`src/rtl/pu_riscv_biu_arbiter.sv`:
```
// Merges the PU instruction and data BIU request streams onto one bridge-facing BIU port.
// Grants alternate round-robin, and a grant is held for a whole burst and while lock is asserted.
module pu_riscv_biu_arbiter #(
  parameter int XLEN = 32,
  parameter int PLEN = 32
) (
  input  logic            HCLK,
  input  logic            HRESET,

  input  logic            ibiu_stb,
  output logic            ibiu_stb_ack,
  output logic            ibiu_d_ack,
  input  logic [PLEN-1:0] ibiu_adri,
  output logic [PLEN-1:0] ibiu_adro,
  input  logic [2:0]      ibiu_size,
  input  logic [2:0]      ibiu_type,
  input  logic            ibiu_we,
  input  logic            ibiu_lock,
  input  logic [2:0]      ibiu_prot,
  input  logic [XLEN-1:0] ibiu_d,
  output logic [XLEN-1:0] ibiu_q,
  output logic            ibiu_ack,
  output logic            ibiu_err,

  input  logic            dbiu_stb,
  output logic            dbiu_stb_ack,
  output logic            dbiu_d_ack,
  input  logic [PLEN-1:0] dbiu_adri,
  output logic [PLEN-1:0] dbiu_adro,
  input  logic [2:0]      dbiu_size,
  input  logic [2:0]      dbiu_type,
  input  logic            dbiu_we,
  input  logic            dbiu_lock,
  input  logic [2:0]      dbiu_prot,
  input  logic [XLEN-1:0] dbiu_d,
  output logic [XLEN-1:0] dbiu_q,
  output logic            dbiu_ack,
  output logic            dbiu_err,

  output logic            biu_stb_o,
  output logic [PLEN-1:0] biu_adri_o,
  output logic [2:0]      biu_size_o,
  output logic [2:0]      biu_type_o,
  output logic            biu_we_o,
  output logic            biu_lock_o,
  output logic [2:0]      biu_prot_o,
  output logic [XLEN-1:0] biu_d_o,
  input  logic            biu_stb_ack_i,
  input  logic            biu_d_ack_i,
  input  logic [PLEN-1:0] biu_adro_i,
  input  logic [XLEN-1:0] biu_q_i,
  input  logic            biu_ack_i,
  input  logic            biu_err_i
);

  typedef enum logic [1:0] {
    IDLE  = 2'd0,
    GNT_I = 2'd1,
    GNT_D = 2'd2
  } state_t;

  localparam logic MST_I = 1'b0;
  localparam logic MST_D = 1'b1;

  state_t     state, state_nxt;
  logic       last_gnt, last_gnt_nxt;
  logic [5:0] cnt, cnt_nxt;
  logic       accepted, accepted_nxt;

  logic       own_i, own_d;
  logic       o_stb, o_lock;
  logic [2:0] o_type;
  logic       rsp_en, accept, ack_v, err_v;

  function automatic logic [5:0] burst_beats(input logic [2:0] btype);
    case (btype)
      3'd0, 3'd1: burst_beats = 6'd1;
      3'd2, 3'd3: burst_beats = 6'd4;
      3'd4, 3'd5: burst_beats = 6'd8;
      default:    burst_beats = 6'd16;
    endcase
  endfunction

  // On a tie the master that was not served last wins.
  function automatic state_t arbitrate(input logic req_i, input logic req_d, input logic last);
    if (req_i && req_d)
      arbitrate = (last == MST_D) ? GNT_I : GNT_D;
    else if (req_i)
      arbitrate = GNT_I;
    else if (req_d)
      arbitrate = GNT_D;
    else
      arbitrate = IDLE;
  endfunction

  assign own_i = (state == GNT_I);
  assign own_d = (state == GNT_D);

  always_comb begin : owner_mux
    o_stb      = 1'b0;
    o_lock     = 1'b0;
    o_type     = '0;
    biu_adri_o = '0;
    biu_size_o = '0;
    biu_we_o   = 1'b0;
    biu_prot_o = '0;
    biu_d_o    = '0;
    if (own_i) begin
      o_stb      = ibiu_stb;
      o_lock     = ibiu_lock;
      o_type     = ibiu_type;
      biu_adri_o = ibiu_adri;
      biu_size_o = ibiu_size;
      biu_we_o   = ibiu_we;
      biu_prot_o = ibiu_prot;
      biu_d_o    = ibiu_d;
    end else if (own_d) begin
      o_stb      = dbiu_stb;
      o_lock     = dbiu_lock;
      o_type     = dbiu_type;
      biu_adri_o = dbiu_adri;
      biu_size_o = dbiu_size;
      biu_we_o   = dbiu_we;
      biu_prot_o = dbiu_prot;
      biu_d_o    = dbiu_d;
    end
  end

  assign biu_type_o = o_type;
  assign biu_lock_o = o_lock;

  // A new address phase is offered only before the first accept, or back-to-back under lock.
  assign biu_stb_o = o_stb & (~accepted | o_lock) & (cnt <= 6'd16);

  // Data-phase responses only mean something while beats are outstanding.
  assign rsp_en = (cnt != 6'd0);
  assign accept = biu_stb_o & biu_stb_ack_i;
  assign ack_v  = biu_ack_i & rsp_en;
  assign err_v  = biu_err_i & rsp_en;

  assign ibiu_stb_ack = own_i & biu_stb_ack_i;
  assign ibiu_d_ack   = own_i & rsp_en & biu_d_ack_i;
  assign ibiu_adro    = (own_i & rsp_en) ? biu_adro_i : '0;
  assign ibiu_q       = (own_i & rsp_en) ? biu_q_i : '0;
  assign ibiu_ack     = own_i & ack_v;
  assign ibiu_err     = own_i & err_v;

  assign dbiu_stb_ack = own_d & biu_stb_ack_i;
  assign dbiu_d_ack   = own_d & rsp_en & biu_d_ack_i;
  assign dbiu_adro    = (own_d & rsp_en) ? biu_adro_i : '0;
  assign dbiu_q       = (own_d & rsp_en) ? biu_q_i : '0;
  assign dbiu_ack     = own_d & ack_v;
  assign dbiu_err     = own_d & err_v;

  always_comb begin : cnt_next
    cnt_nxt = cnt;
    if (accept)
      cnt_nxt = cnt_nxt + burst_beats(o_type);
    if (ack_v)
      cnt_nxt = cnt_nxt - 6'd1;
    if (err_v)
      cnt_nxt = '0;
  end

  always_comb begin : fsm_next
    state_nxt    = state;
    last_gnt_nxt = last_gnt;
    accepted_nxt = accepted;
    if (accept)
      accepted_nxt = 1'b1;
    if (err_v)
      accepted_nxt = 1'b0;
    case (state)
      IDLE: begin
        state_nxt    = arbitrate(ibiu_stb, dbiu_stb, last_gnt);
        accepted_nxt = 1'b0;
      end
      GNT_I, GNT_D: begin
        if ((cnt_nxt == 6'd0) && accepted && !o_lock) begin
          // Hand off in the same cycle the last beat completes, no idle bubble.
          last_gnt_nxt = own_d ? MST_D : MST_I;
          state_nxt    = arbitrate(ibiu_stb, dbiu_stb, last_gnt_nxt);
          accepted_nxt = 1'b0;
        end else if (!o_stb && (cnt == 6'd0) && !accepted) begin
          state_nxt = IDLE;
        end
      end
      default: state_nxt = IDLE;
    endcase
  end

  always_ff @(posedge HCLK or posedge HRESET) begin
    if (HRESET) begin
      state    <= IDLE;
      last_gnt <= MST_I;
      cnt      <= '0;
      accepted <= 1'b0;
    end else begin
      state    <= state_nxt;
      last_gnt <= last_gnt_nxt;
      cnt      <= cnt_nxt;
      accepted <= accepted_nxt;
    end
  end

endmodule

```
`config.mk`:
```
export PLATFORM = sky130hd
export DESIGN_NAME = pu_riscv_biu_arbiter
export DESIGN_NICKNAME = d
export VERILOG_FILES = /design/src/rtl/pu_riscv_biu_arbiter.sv
export SDC_FILE = /design/constraint.sdc
export NUM_CORES = 1
export LEC_CHECK = 0
export CORE_AREA = 5 5 167 169
export DETAILED_ROUTE_END_ITERATION = 12
export DIE_AREA = 0 0 172 174
export GPL_TIMING_DRIVEN = 0
export PLACE_DENSITY_LB_ADDON = 0.05
export SLEW_MARGIN = 5
export SYNTH_ARGS = -nofsm -noshare
export SYNTH_HDL_FRONTEND = slang
export SYNTH_SLANG_ARGS = --single-unit
```
`constraint.sdc`:
```
create_clock -name HCLK -period 6.51 [get_ports HCLK]
set_input_delay 1.302 -clock HCLK [delete_from_list [all_inputs] [get_ports HCLK]]
set_output_delay 1.302 -clock HCLK [all_outputs]
set_load 0.02 [all_outputs]
```
==> results_dict.tcl <==
set metrics [dict create \
    dieArea_sq_um 29930 \
    rsz0062_at_grt "no" \
    num_io_pins 434 \
    wl_per_cell_microns 24.39 \
    synth_top_cell_by_area "and3_1" \
    clkLatencyLatePin_ns 0.23 \
    hold_violations 0 \
    status "complete, no violations" \
    route.vias.total 5085 \
    start_util 0.1065 \
    cts_tree "done" \
    grt_pass1_wl_mm 39.12 \
    syn_to_final_growth_pct 172.5 \
    slew_headroom 0.4957 \
    critPathMaxStageDelay_ns 0.52 \
    p_leak_nw 3.298 \
    drive_gt1_frac 0.01671 \
    cp_slowest_cell "clkbuf_1" \
    layout.nets 1072 \
    hold_class "reg -> reg" \
    crit_family "buffers and inverters" \
    r2r-start "state[0]" \
    gp_congestion 1.022 \
    regArea_sq_um 250.2 \
    maxCapViolations 0 \
    cts_htree_levels 1 \
    timing.hold.ws_ns 0.5397 \
    drc 0 \
    critPathCaptureType "flip-flop" \
    avgSynthCellArea_sq_um 7.000 \
    track_usage 0.1773 \
    yosys_warnings 0 \
    core_sq_um 26430 \
    cts.clk_slew.worst_paths_ns 0.04 \
    period_needed_ns 5.405 \
    async_flop_share 1.000 \
    post_cts_buffers 0 \
    drt-total-wl_mm 28.93 \
    critPathMaxFanout 10 \
    dp.cells 1176 \
    synth_area_leaders "and3_1 (30%), a22o_1 (22%), dfrtp_1 (8.9%), clkbuf_1 (6.1%), ha_1 (4.4%)" \
    cts_buffer_depth 2 \
    syn_area_sq_um 2814 \
    r2r-end "state[0]" \
    yosysSeqAreaShare 0.08893 \
    multiInputGateArea_sq_um 2330 \
    cts_resized 0 \
    yosysUniqueCellTypes 50 \
    numCtsBuffers 3 \
    root_buffer "clkbuf_16" \
    crit_path_frequent_cell "ha_1" \
    die_h_microns 174 \
    setup_viol 0 \
    cp.depth 21 \
    synth_nets 634 \
    fin_worst_skew_ns 0.001822 \
    cts_hold_buf 0 \
    required_ns 6.67 \
    worstMarginPinSlew_ns 0.7565 \
    first_pass_iters 4 \
    crit_chain "inv_1 > ha_1 > clkbuf_1 > nor2b_1 > clkbuf_1 > a22oi_1 > inv_1 > nor2_1 > ha_1 > ha_1 > and3_1 > nor2_1 > ha_1 > nand2_1 > o311a_1 > or3_1 > a31oi_1 > or3b_1 > buf_2 > a311o_1 > o21ai_1" \
    hpwl_mm 25.57 \
    worstSetupPathType "reg -> reg" \
    fmax_mhz 185.0 \
    rr_worst_depth 21 \
    finalCritPeriodShare 0.8303 \
    ff2ff_setup_slack_ns 1.10 \
    fin_cells 1186 \
    powerDensity_nw_per_um2 369.4 \
    port_buffers 433 \
    ir_drop_uv 149.5 \
    hp-start "last_gnt" \
    syn_inst 402 \
    ys_top_cells_by_count "and3_1 (135), a22o_1 (70), clkbuf_1 (46)" \
    via_per_inst 4.288 \
    synth_top_cell_area_share 0.3001 \
    yosysMostFrequentCell "and3_1" \
    hold_depth 2 \
    die_x_microns 172 \
    antenna_found_initial 9 \
    maxSlewViolCount 0 \
    synth_flop_cell "dfrtp_1" \
    synth_edf_count 0 \
    grt_pass1_vias 5445 \
    critPathBufInv 5 \
    cts_sinks 10 \
    rows 60 \
    min_to "last_gnt" \
    final.setup.tns_ns 0 \
    dr.first_iter.drc_count 208 \
    grt_max_degree 11 \
    fillers 2894 \
    critPathArrivalTime_ns 5.56 \
    ys_ff_latch 10 \
    postRouteAntennaNets 0 \
    start_kind "flip-flop" \
    overflow 0 \
]
## metrics by stage
step / util / instance area (sq um) / setup slack (ns) / total power (W)
finish: 0.2902 / 7667 / 1.105 / 0.002832
global route: 0.2899 / 7660 / 0.6979 / 0.003021
CTS: 0.2895 / 7650 / 0.9593 / 0.002861
floorplan: - / 2814 / 2.186 / 0.001464
global placement: 0.2866 / 7575 / 1.105 / 0.002735
detailed placement: 0.2866 / 7575 / 0.9981 / 0.002735
## layout by cell type (no fill, tap or decap), types with 8 or more instances in the layout
cell	Yosys	routed
a22o_1	70	70
and3_1	135	135
clkbuf_1	46	46
clkdlybuf4s50_1	0	433
dfrtp_1	10	10
ha_1	10	10
inv_1	11	11
nand2_1	15	15
nor2_1	18	18
o21ai_0	8	8
## worst register-to-register path, stage by stage, from the launching register on
cell and delay [ns]:
dfrtp_1 0.41, inv_1 0.10, ha_1 0.24, clkbuf_1 0.52
nor2b_1 0.21, clkbuf_1 0.52, a22oi_1 0.23, inv_1 0.16
nor2_1 0.08, ha_1 0.23, ha_1 0.30, and3_1 0.19
nor2_1 0.07, ha_1 0.27, nand2_1 0.05, o311a_1 0.17
or3_1 0.35, a31oi_1 0.24, or3b_1 0.38, buf_2 0.17
a311o_1 0.32, o21ai_1 0.12
## routing by layer
metal,vias up,GRT usage,share of wire
met5,-,0,0.00028
met4,2,0.03439,0.012
met3,16,0.06755,0.11
met2,289,0.3469,0.54
met1,2359,0.1750,0.34
li1,2419,-,-
## kinds of logic (layout without fill, tap and decap cells)
logic type | after synthesis | in the layout | share of synthesized area
xor gates and xnor gates | 6 | 6 | 0.01867
muxes | 2 | 2 | 0.007115
adders and majority gates | 10 | 10 | 0.04446
DFF | 10 | 10 | 0.08893
buffers and inverters | 60 | 496 | 0.08315
other | 0 | 7 | 0
and+or+nand+nor | 202 | 202 | 0.4304
AOI/OAI and AO/OA | 112 | 112 | 0.3273
## final cells by class
cell class / count / area share
multi-input cells: 332 / 0.3039
flip-flops and latches: 10 / 0.03264
repair buffers: 433 / 0.5653
clock buffers: 3 / 0.009791
diodes: 7 / 0.002285
plain buffers: 49 / 0.02513
well taps: 341 / 0.05565
inverters: 11 / 0.005385
## state kept, by name (all words and copies together), names as in the netlist
| register | count |
|---|---|
| cnt | 6 |
| state | 2 |
| accepted | 1 |
| last_gnt | 1 |
## where the power goes
| part | internal, W | switching (W) | leakage [nW] | total [W] |
|---|---|---|---|---|
| Sequential | 0.0000852 | 0.0000405 | 0.132 | 0.000126 |
| Combinational | 0.00113 | 0.00147 | 3.13 | 0.00260 |
| Clock | 0.0000797 | 0.0000285 | 0.0370 | 0.000108 |
## worst max-delay path by stage
stage | to | from | slack (ns)
after floorplan | state[0] | state[0] | 2.19
after global placement | state[0] | state[0] | 1.11
after detailed placement | state[0] | state[0] | 1.0
after CTS | state[0] | state[0] | 0.96
after global routing | state[0] | state[0] | 0.70
final | state[0] | state[0] | 1.10
Note: power is estimated with default switching activity, not from simulation.
